`src/rtl/noise_cdf_loader.sv`:
```
// rtl/noise_cdf_loader.sv - CDF table stream loader for the 128-level noise generator
//
// Purpose: accepts DEPTH cumulative-probability entries as a valid/ready
// stream, writes them to the generator table port (location/mem_data/load_mem)
// one cycle after each accept, appends TAIL_BEATS rewrites of the last entry
// to flush the write port, then reports done and enables the generator unless
// a non-monotonic entry was seen.
//
// Ports:
//   clk_i         system clock
//   rst_i         synchronous reset, active-high
//   start_i       1-cycle pulse, begins a table load (honoured in IDLE/DONE)
//   cdf_data_i    CDF entry, ascending location order
//   cdf_valid_i   cdf_data_i valid
//   cdf_ready_o   beat accepted this cycle when cdf_valid_i is high
//   location_o    table write address
//   mem_data_o    table write data
//   load_mem_o    table write strobe
//   busy_o        load in progress (LOAD or TAIL)
//   done_o        table fully written
//   gen_en_o      generator enable (done and no error)
//   err_o         sticky non-monotonic entry flag
//   err_index_o   location of the first non-monotonic entry
module noise_cdf_loader #(
   parameter int DEPTH      = 128,
   parameter int TAIL_BEATS = 2,
   parameter int DW         = 64
) (
   input  logic          clk_i,
   input  logic          rst_i,
   input  logic          start_i,
   input  logic [DW-1:0] cdf_data_i,
   input  logic          cdf_valid_i,
   output logic          cdf_ready_o,
   output logic [7:0]    location_o,
   output logic [DW-1:0] mem_data_o,
   output logic          load_mem_o,
   output logic          busy_o,
   output logic          done_o,
   output logic          gen_en_o,
   output logic          err_o,
   output logic [7:0]    err_index_o
);

   typedef enum logic [1:0] {S_IDLE, S_LOAD, S_TAIL, S_DONE} state_e;

   localparam int          TW       = (TAIL_BEATS < 1) ? 1 : $clog2(TAIL_BEATS + 1);
   localparam logic [7:0]  LAST_IDX = 8'(DEPTH - 1);
   localparam logic [TW-1:0] TAIL_N = TW'(TAIL_BEATS);

   state_e          state_q, state_d;
   logic [7:0]      idx_q, idx_d;
   logic [DW-1:0]   prev_q, prev_d;
   logic [TW-1:0]   tail_q, tail_d;
   logic [7:0]      loc_q, loc_d;
   logic [DW-1:0]   data_q, data_d;
   logic            lm_q, lm_d;
   logic            err_q, err_d;
   logic [7:0]      eidx_q, eidx_d;
   logic            accept;

   // Ready depends only on registered state, never on cdf_valid_i.
   assign accept = cdf_valid_i && (state_q == S_LOAD);

   always_comb begin
      state_d = state_q;
      idx_d   = idx_q;
      prev_d  = prev_q;
      tail_d  = tail_q;
      loc_d   = loc_q;
      data_d  = data_q;
      lm_d    = 1'b0;
      err_d   = err_q;
      eidx_d  = eidx_q;
      case (state_q)
         S_IDLE, S_DONE: begin
            if (start_i) begin
               state_d = S_LOAD;
               idx_d   = '0;
               prev_d  = '0;
               tail_d  = '0;
               err_d   = 1'b0;
               eidx_d  = '0;
            end
         end
         S_LOAD: begin
            if (accept) begin
               lm_d   = 1'b1;
               loc_d  = idx_q;
               data_d = cdf_data_i;
               prev_d = cdf_data_i;
               // Entry 0 has no predecessor; only the first violation is recorded.
               if ((idx_q != 8'd0) && (cdf_data_i < prev_q) && !err_q) begin
                  err_d  = 1'b1;
                  eidx_d = idx_q;
               end
               // idx stops at the last entry so DEPTH=256 cannot wrap.
               if (idx_q == LAST_IDX) begin
                  state_d = S_TAIL;
                  tail_d  = '0;
               end else begin
                  idx_d = idx_q + 8'd1;
               end
            end
         end
         S_TAIL: begin
            // Idempotent rewrites of the last entry flush the pipelined address.
            if (tail_q != TAIL_N) begin
               lm_d   = 1'b1;
               loc_d  = LAST_IDX;
               data_d = prev_q;
               tail_d = tail_q + TW'(1);
            end else begin
               state_d = S_DONE;
            end
         end
         default: state_d = S_IDLE;
      endcase
   end

   always_ff @(posedge clk_i) begin
      if (rst_i) begin
         state_q <= S_IDLE;
         idx_q   <= '0;
         prev_q  <= '0;
         tail_q  <= '0;
         loc_q   <= '0;
         data_q  <= '0;
         lm_q    <= 1'b0;
         err_q   <= 1'b0;
         eidx_q  <= '0;
      end else begin
         state_q <= state_d;
         idx_q   <= idx_d;
         prev_q  <= prev_d;
         tail_q  <= tail_d;
         loc_q   <= loc_d;
         data_q  <= data_d;
         lm_q    <= lm_d;
         err_q   <= err_d;
         eidx_q  <= eidx_d;
      end
   end

   assign cdf_ready_o = (state_q == S_LOAD);
   assign busy_o      = (state_q == S_LOAD) || (state_q == S_TAIL);
   assign done_o      = (state_q == S_DONE);
   assign gen_en_o    = (state_q == S_DONE) && !err_q;
   assign err_o       = err_q;
   assign err_index_o = eidx_q;
   assign location_o  = loc_q;
   assign mem_data_o  = data_q;
   assign load_mem_o  = lm_q;

endmodule

```
`config.mk`:
```
export PLATFORM = sky130hd
export DESIGN_NAME = noise_cdf_loader
export DESIGN_NICKNAME = d
export VERILOG_FILES = /design/src/rtl/noise_cdf_loader.sv
export SDC_FILE = /design/constraint.sdc
export NUM_CORES = 1
export LEC_CHECK = 0
export CAP_MARGIN = 0
export CORE_ASPECT_RATIO = 0.75
export CORE_MARGIN = 5
export CORE_UTILIZATION = 52
export CTS_CLUSTER_DIAMETER = 150
export DETAILED_ROUTE_END_ITERATION = 8
export GPL_ROUTABILITY_DRIVEN = 1
export PLACE_DENSITY_LB_ADDON = 0.08
export REMOVE_ABC_BUFFERS = 1
export SYNTH_ARGS = -nofsm -noshare
export SYNTH_HDL_FRONTEND = slang
export SYNTH_SLANG_ARGS = --single-unit
```
`constraint.sdc`:
```
create_clock -name clk_i -period 3.5 [get_ports clk_i]
set_input_delay 0.7 -clock clk_i [delete_from_list [all_inputs] [get_ports clk_i]]
set_output_delay 0.7 -clock clk_i [all_outputs]
set_load 0.1 [all_outputs]
```
## After elaboration in Yosys (flattened, before gate mapping)

Index checks and enable logic that the tools add are counted.

| word-level totals | value |
|---|---|
| register bits after elaboration | 158 |
| latch bits | 0 |
| RAM bits | 0 |
| ROM bits | 0 |
| output and inout port bits | 86 |
| logic and storage cells | 73 |
| memories | 0 |

| operators by class | value |
|---|---|
| add/sub/neg operators | 2 |
| multiply operators | 0 |
| divide/modulo/power cells | 0 |
| $lt $le $gt $ge | 1 |
| equality and inequality tests | 12 |
| shift operators | 0 |
| mux-type cells | 32 |
| bitwise logic cells | 0 |
| reduce and logical (&&, ||, !) cells | 17 |

Operator list:

| operator | count |
|---|---|
| case mux 64 bit (2 select lines) | 2 |
| 2-to-1 mux 64 bit | 3 |
| less-than comparator 64 bit | 1 |
| 2-to-1 mux 8 bit | 7 |
| case mux 8 bit (2 select lines) | 3 |
| 2-to-1 mux 2 bit | 8 |
| AND reduction 4 bit | 4 |
| case mux 2 bit (3 select lines) | 2 |
| != test 2 bit, second input constant | 5 |
| adder 8 x 1 -> 8 bit, second input constant | 1 |
| == test 8 x 7 -> 1 bit, second input constant | 1 |
| nonzero test 8 bit | 1 |
| != test 2 x 1 -> 1 bit, second input constant | 3 |
| AND reduction 3 bit | 2 |
| 2-to-1 mux 1 bit | 5 |
| == test 2 bit, second input constant | 2 |
| logical AND 1 bit | 4 |
| case mux 1 bit (2 select lines) | 2 |
| nonzero test 2 bit | 2 |
| adder 2 x 1 -> 2 bit, second input constant | 1 |
| == test 2 x 1 -> 1 bit, second input constant | 1 |
| zero test 2 bit | 1 |
| OR reduction 2 bit | 1 |
| zero test 1 bit | 1 |
| logical OR 1 bit | 1 |

## Longest topological paths before layout

Gate-level depths: netlist (run 1).

| logic depth | value |
|---|---|
| depth after elaboration | 6 |
| gate-level depth with buffers | 12 |
| gate-level depth less buffers | 9 |

## Worst setup path after synthesis (run 1)

No wires, ideal clock.

| path | value |
|---|---|
| path kind | register -> output |
| start | reg state_q[0] |
| end | out gen_en_o |
| arrival | 2.638 ns |
| required time | 2.800 ns |
| path slack | 0.162 ns |
| stages on the path, launching flop included | 3 |
| path buffers | 0 |
| cell sequence | dfxtp_1 -> ha_1 -> nor2b_1 |

| between the ends | value |
|---|---|
| longest elaborated chain between the ends | 2 |

Ends and longest elaborated chain:

| item | RTL line | text |
|---|---|---|
| start, declared | 51 | `state_e state_q, state_d;` |
| start signal, assigned | 133 | `state_q <= state_d;` |
| == test 2 bit | - |  |
| via done_o | 39 | `output logic done_o,` |
| logical AND 1 bit | 148 | `assign gen_en_o = (state_q == S_DONE) && !err_q;` |
| end, declared | 40 | `output logic gen_en_o,` |

The timed path passes the listed nets, and every way through them passes these cells.

## Worst setup path in the final report (run 1)

| path | value |
|---|---|
| start | reg state_q[0] |
| end | reg eidx_q[2], in the netlist err_index_o[2] |

| between the ends | value |
|---|---|
| longest elaborated chain between the ends | 4 |
| elaborated cells between the ends (all ways) | 11 |
| those cells by class | eq/ne (5); mux (1); reduce/logical (5) |

Ends and longest elaborated chain:

| item | RTL line | text |
|---|---|---|
| == test 2 bit, or another cell as far along | 75 | `case (state_q)` |
| OR reduction 2 bit or logical AND 1 bit (tied branches) | 75, 63 |  |
| != test 2 bit (no source line), or another cell as far along | - |  |
| AND reduction 4 bit (no source line) | - |  |
| end signal, assigned | 141 | `eidx_q <= eidx_d;` |
| end, declared | 59 | `logic [7:0] eidx_q, eidx_d;` |

Parallel ways exist; a longest one is shown, timed or not.
A chain may end at the register's enable or synchronous reset.

==> run summary, run 1 <==
row cnt: 38
antenna fix cells: 0
Routed WL: 18,900 um
post-route antenna net violation count: 0
Max Freq: 360 MHz
antenna violations before repair: 0
CP startpoint kind: flip-flop
worst hold path startpoint: err_index_o[1]
Max FO, Critical Path: 9
synthesized area: 7770 um^2
CTS tree: yes
clk_skew: 0.0146 ns
Adder-Cell Fraction of Synth Area: 11.3%
outcome: finished, final reports clean
final worst setup slack: 0.726 ns
Worst Hold End: err_index_o[1]
post-layout min period: 2.77 ns
finished layout cell area: 10,100 um^2
Met3 Routed Length: 1110 um
Mean Syn Cell Area: 8.82 um^2
post-cts resize count: 0
Clk Latency, worst-skew pair: 0.42 ns
first-pass GRT wire length: 30,700 um
die height: 116 um
headroom to the max-slew limit: 32.9%
P&R area growth vs syn: 29.8%
GPL Wtd Cong: 0.807
drt wl/cell: 15.5 um
Root Driver: clkbuf_16
H-Tree Depth: 4
Sink Count: 158
worst min path class: flip-flop to flip-flop
Worst Tran Pin Value: 1.00 ns
most frequent cells in the layout: dfxtp_1 (158), nor2_1 (157), clkdlybuf4s50_1 (143)
Worst Setup SP: state_q[0]
First-pass DRT Iterations: 5
fraction of synthesized area in multiplexers: 9.28%
Port Buffers: 153
deepest clock path buffer count: 2
worst slack at placement: 0.288 ns
Clock Pin Slew Worst Setup and Hold Paths: 0.06 ns
largest family of logic cells by synthesized area: compound AO/OA/AOI/OAI gates
RSZ-0062 raised after global routing: false
final core occ: 69.3%
fin crit share: 79.3%
vias in the first global route: 6,059
DRC violations left: 0
postcts setup bufs: 0
FF-to-FF setup slack: 0.73 ns
Nets: 1,147
crit path capture type: flip-flop
Post-Route M1 WL: 9460 um
initial core utilization: 53.4%
number of synthesized register bits: 158
grt ovf: 0
commonest non-fill, non-tap cell in the layout: dfxtp_1
core area: 14,500 um^2
Final Hold Vio Count: 0
Layout Cells excl Fill: 1,222
Compound-Gate Fraction of Synth Area: 18.7%
total die area: 17,500 um^2
Post-CTS Hold Fix Bufs: 0
Distinct cells, synth: 40
Placement Cell Area: 9460 um^2
xor/xnor share of the synthesized area: 0.451%
WP data required: 3.81 ns
top sig layer: met4
RR Startpoint: state_q[0]
Inserted Clock Buffers: 17
Synth Warn #: 0
vias post-DR: 6,503
CP Class: flip-flop to flip-flop
met2 WL: 8240 um
post-detail-place hpwl: 13,100 um
sequential cell area fraction in the yosys report: 40.7%
Via-to-Cell Ratio: 5.32
die width: 151 um
CP arrival: 3.08 ns
WHS Path Cells: 2
Detailed Route Iter0 Violations: 363
Final setup viols: 0
Inst Count DP: 1,190
simple-gate share of the synthesized area: 13.0%
layout cells sized above 1: 5.97%
I/O pins: 154
pin count of the biggest net entering global routing: 111
gr usage total: 21.9%
worst reg2reg endpoint: err_index_o[2]
R2R cell count: 10
cell count after synthesis: 881
maxcap violations: 0
max-slew violations: 0
-- worst max-delay path, stage by stage (launching register included) --
cell	delay, ns
dfxtp_1	0.41
inv_1	0.10
ha_4	0.28
nor2b_1	0.18
or3_2	0.53
nor4b_2	0.29
o211ai_1	0.16
a211oi_1	0.25
o21ai_1	0.13
buf_4	0.21
mux2i_1	0.13
-- stage by stage --
stage | setup TNS, ns | hold slack [ns]
3_5_place_dp | 0 | 0.451
5_1_grt | 0 | 0.485
2_1_floorplan | -495.36 | 0.460
3_3_place_gp | 0 | 0.449
4_1_cts | 0 | 0.460
6_report | 0 | 0.459
-- worst max-delay path by stage --
stage	end	slack [ns]
global placement	err_index_o[5]	0.33
finish	err_index_o[2]	0.73
floorplan	location_o[0]	-6.61
detailed placement	err_index_o[2]	0.29
CTS	err_index_o[2]	0.70
global route	err_index_o[2]	0.53
-- metal layers --
layer,vias up,GRT usage (%)
met2,138,34.0
met5,-,0
met4,0,4.89
li1,3375,-
met3,11,5.12
met1,2979,31.1
-- Yosys cell counts --
library cell,number,area (um^2)
a2111o_1,1,11.3
a211oi_1,71,533
a21boi_0,1,7.51
a21o_1,9,67.6
a21oi_1,32,160
a221oi_1,1,8.76
a22oi_1,65,488
a31oi_1,1,6.26
buf_1,10,37.5
buf_2,3,15.0
buf_6,2,22.5
clkbuf_1,43,161
dfxtp_1,158,3160
ha_1,70,876
inv_1,72,270
mux2i_1,72,721
nand2_1,37,139
nand2b_1,3,18.8
nand3_1,4,20.0
nand4_1,12,75.1
nor2_1,158,593
nor2b_1,7,43.8
nor2b_4,1,13.8
nor3_1,6,30.0
nor4_1,2,12.5
nor4b_2,1,15.0
o211ai_1,2,15.0
o21a_1,1,7.51
o21ai_0,13,65.1
o21ai_1,1,5.00
o221ai_1,1,8.76
o22ai_1,7,43.8
o311ai_0,1,8.76
o32a_1,1,10.0
o41ai_1,1,8.76
or2_2,1,6.26
or3_1,4,25.0
or4_1,1,7.51
or4b_1,1,10.0
xor2_1,4,35.0
-- layout make-up --
type,instances,area (um^2)
clock buffer,21,460
tap,200,250
clock inverter,11,156
timing repair buffer,167,1650
sequential,158,3160
inverter,72,270
fill,1228,4470
multi-input combinational,593,4130
-- state kept, by name (all words and copies together) (netlist names) --
| signal | cells |
|---|---|
| load_mem_o | 1 |
| err_index_o | 8 |
| prev_q | 64 |
| err_o | 1 |
| state_q | 2 |
| idx_q | 8 |
| mem_data_o | 64 |
| location_o | 8 |
| tail_q | 2 |
-- cell families after synthesis --
group                    after synthesis
AND/OR/NAND/NOR                      238
XOR/XNOR                               4
multiplexers                          72
adder cells (fa/ha/maj)               70
buffers and inverters                130
AO/OA/AOI/OAI                        209
flip-flops                           158
Power of run 1 is left out: the tool's default activity adds up to more than one toggle a clock period on the data nets, which glitch-free logic cannot reach.
==> run 2, diff against run 1 <==
==> constraint.sdc (replaced) <==
create_clock -name clk_i -period 2.7 [get_ports clk_i]
set_input_delay 0.54 -clock clk_i [delete_from_list [all_inputs] [get_ports clk_i]]
set_output_delay 0.54 -clock clk_i [all_outputs]
set_load 0.1 [all_outputs]
==> run 2 against run 1 <==
Sequential share of layout area decreased by 0.77 points. Register-to-register slack got worse by 0.60 ns. Worst hold slack improved by 0.0059 ns. Critical path depth unchanged. Via count increased by 5.4%. Clock skew decreased by 0.0052 ns. Utilization increased by 1.8 points. Cell count increased by 4.1%. Global-route usage increased by 0.73 points. Die area unchanged.
==> run summary, run 2 (synthesized netlist as in run 1, its figures left out) <==
vias post-DR: 6,856 (was 6,503)
Final setup viols: 0 (unchanged)
drt wl/cell: 15.5 um (about the same)
Root Driver: clkbuf_16 (unchanged)
Worst Tran Pin Value: 0.731 ns (was 1.00 ns)
Clock Pin Slew Worst Setup and Hold Paths: 0.07 ns (was 0.06 ns)
CP arrival: 2.88 ns (was 3.08 ns)
CTS tree: yes (unchanged)
Clk Latency, worst-skew pair: 0.42 ns (about the same)
gr usage total: 22.6% (was 21.9%)
clk_skew: 0.00936 ns (was 0.0146 ns)
maxcap violations: 0 (unchanged)
I/O pins: 154 (unchanged)
post-detail-place hpwl: 13,500 um (was 13,100 um)
die height: 116 um (unchanged)
Detailed Route Iter0 Violations: 384 (was 363)
postcts setup bufs: 0 (unchanged)
post-layout min period: 2.57 ns (was 2.77 ns)
antenna fix cells: 0 (unchanged)
crit path capture type: flip-flop (unchanged)
die width: 151 um (unchanged)
outcome: finished, final reports clean (unchanged)
grt ovf: 0 (unchanged)
Slowest cell on crit path: or3_2 (unchanged)
total die area: 17,500 um^2 (unchanged)
headroom to the max-slew limit: 51.2% (was 32.9%)
Inserted Clock Buffers: 17 (unchanged)
antenna violations before repair: 1 (was 0)
H-Tree Depth: 4 (unchanged)
CP startpoint kind: flip-flop (unchanged)
layout cells sized above 1: 18.0% (was 5.97%)
deepest clock path buffer count: 2 (unchanged)
DRC violations left: 0 (unchanged)
row cnt: 38 (unchanged)
first-pass GRT wire length: 32,000 um (was 30,700 um)
RSZ-0062 raised after global routing: false (unchanged)
P&R area growth vs syn: 33.1% (was 29.8%)
core area: 14,500 um^2 (unchanged)
finished layout cell area: 10,300 um^2 (was 10,100 um^2)
Sink Count: 158 (unchanged)
Routed WL: 19,700 um (was 18,900 um)
CP cell instances: inv_1 -> ha_4 -> nor2b_1 -> or3_2 -> nor4b_2 -> o211ai_1 -> a211oi_2 -> o21ai_2 -> buf_12 -> mux2i_1 (was inv_1 -> ha_4 -> nor2b_1 -> or3_2 -> nor4b_2 -> o211ai_1 -> a211oi_1 -> o21ai_1 -> buf_4 -> mux2i_1)
First-pass DRT Iterations: 5 (unchanged)
WP data required: 3.01 ns (was 3.81 ns)
Nets: 1,197 (was 1,147)
Post-Route Setup TNS: 0 ns (unchanged)
Via-to-Cell Ratio: 5.39 (was 5.32)
fillers: 1,169 (was 1,228)
slowest cell delay on critical path: 0.50 ns (was 0.53 ns)
pin count of the biggest net entering global routing: 63 (was 111)
most frequent cells in the layout: nor2_1 (157), dfxtp_1 (157), buf_4 (144) (was dfxtp_1 (158), nor2_1 (157), clkdlybuf4s50_1 (143))
Max Freq: 389 MHz (was 360 MHz)
GPL Wtd Cong: 0.819 (was 0.807)
fin crit share: 95.2% (was 79.3%)
CP Class: flip-flop to flip-flop (unchanged)
max-slew violations: 0 (unchanged)
Port Buffers: 153 (unchanged)
post-route antenna net violation count: 0 (unchanged)
Max FO, Critical Path: 9 (unchanged)
Final Hold Vio Count: 0 (unchanged)
initial core utilization: 53.4% (unchanged)
Placement Cell Area: 9700 um^2 (was 9460 um^2)
worst min path class: flip-flop to flip-flop (unchanged)
vias in the first global route: 6,606 (was 6,059)
run 2: cell types whose count changed in the layout (fill, tap and decap cells not counted), moves of 2 or more:
| cell | delta |
|---|---|
| buf_12 | +4 |
| inv_8 | +2 |
| clkinvlp_4 | -3 |
| clkdlybuf4s50_1 | -77 |
| clkbuf_1 | -2 |
| buf_4 | +123 |
| inv_6 | +5 |
run 2: final cells by class:
cell class	count	area [um^2]	area share [%]
Sequential cell	158	3160	30.6
Timing Repair Buffer	217	1880	18.2
Tap cell	200	250	2.42
Clock inverter	14	191	1.85
Clock buffer	18	439	4.25
Inverter	72	270	2.61
Multi-Input combinational cell	593	4140	40.0
run 2: layer usage:
layer | wire, um | global-route usage, %
met5 | 13 | 0
met4 | 162 | 5.86
met3 | 1340 | 5.43
met2 | 8800 | 36.1
met1 | 9390 | 31.0
run 2: path summary, 6_finish.rpt:
check / from / end / slack (ns) / depth (start not counted)
setup / recovery: state_q[0] / err_index_o[6] / 0.13 / 10
hold / removal: err_index_o[2] / err_index_o[2] / 0.46 / 2
setup reg to reg: state_q[0] / err_index_o[6] / 0.13 / 10
hold reg to reg: err_index_o[2] / err_index_o[2] / 0.46 / 2
run 2: critical path, delay by kind of cell (launching register included):
kind                     cells  cell delay [ns]
multiplexers                 1             0.12
AO/OA/AOI/OAI                3             0.56
AND/OR/NAND/NOR              3             0.94
buffers and inverters        2             0.23
flip-flops                   1             0.33
adder cells (fa/ha/maj)      1             0.27
run 2: through the flow:
| stage | instances | setup slack, ns | hold slack, ns | util [%] |
|---|---|---|---|---|
| after floorplan | 823 | -7.41 | 0.460 | - |
| after global placement | 1240 | -0.226 | 0.451 | 66.6 |
| after detailed placement | 1240 | -0.306 | 0.457 | 66.6 |
| after CTS | 1272 | 0.0154 | 0.467 | 71.0 |
| after global routing | 1272 | 0.0122 | 0.492 | 71.0 |
| final | 1272 | 0.131 | 0.465 | 71.0 |
run 2: what timing repair did:
| item | CTS | global route |
|---|---|---|
| hold endpoints to repair | 0 | 0 |
| gates resized for setup | 0 | 4 |
| hold buffers | 0 | 0 |
| endpoints found under the setup margin | 0 | 9 |
Power of run 2 is left out for the same reason.
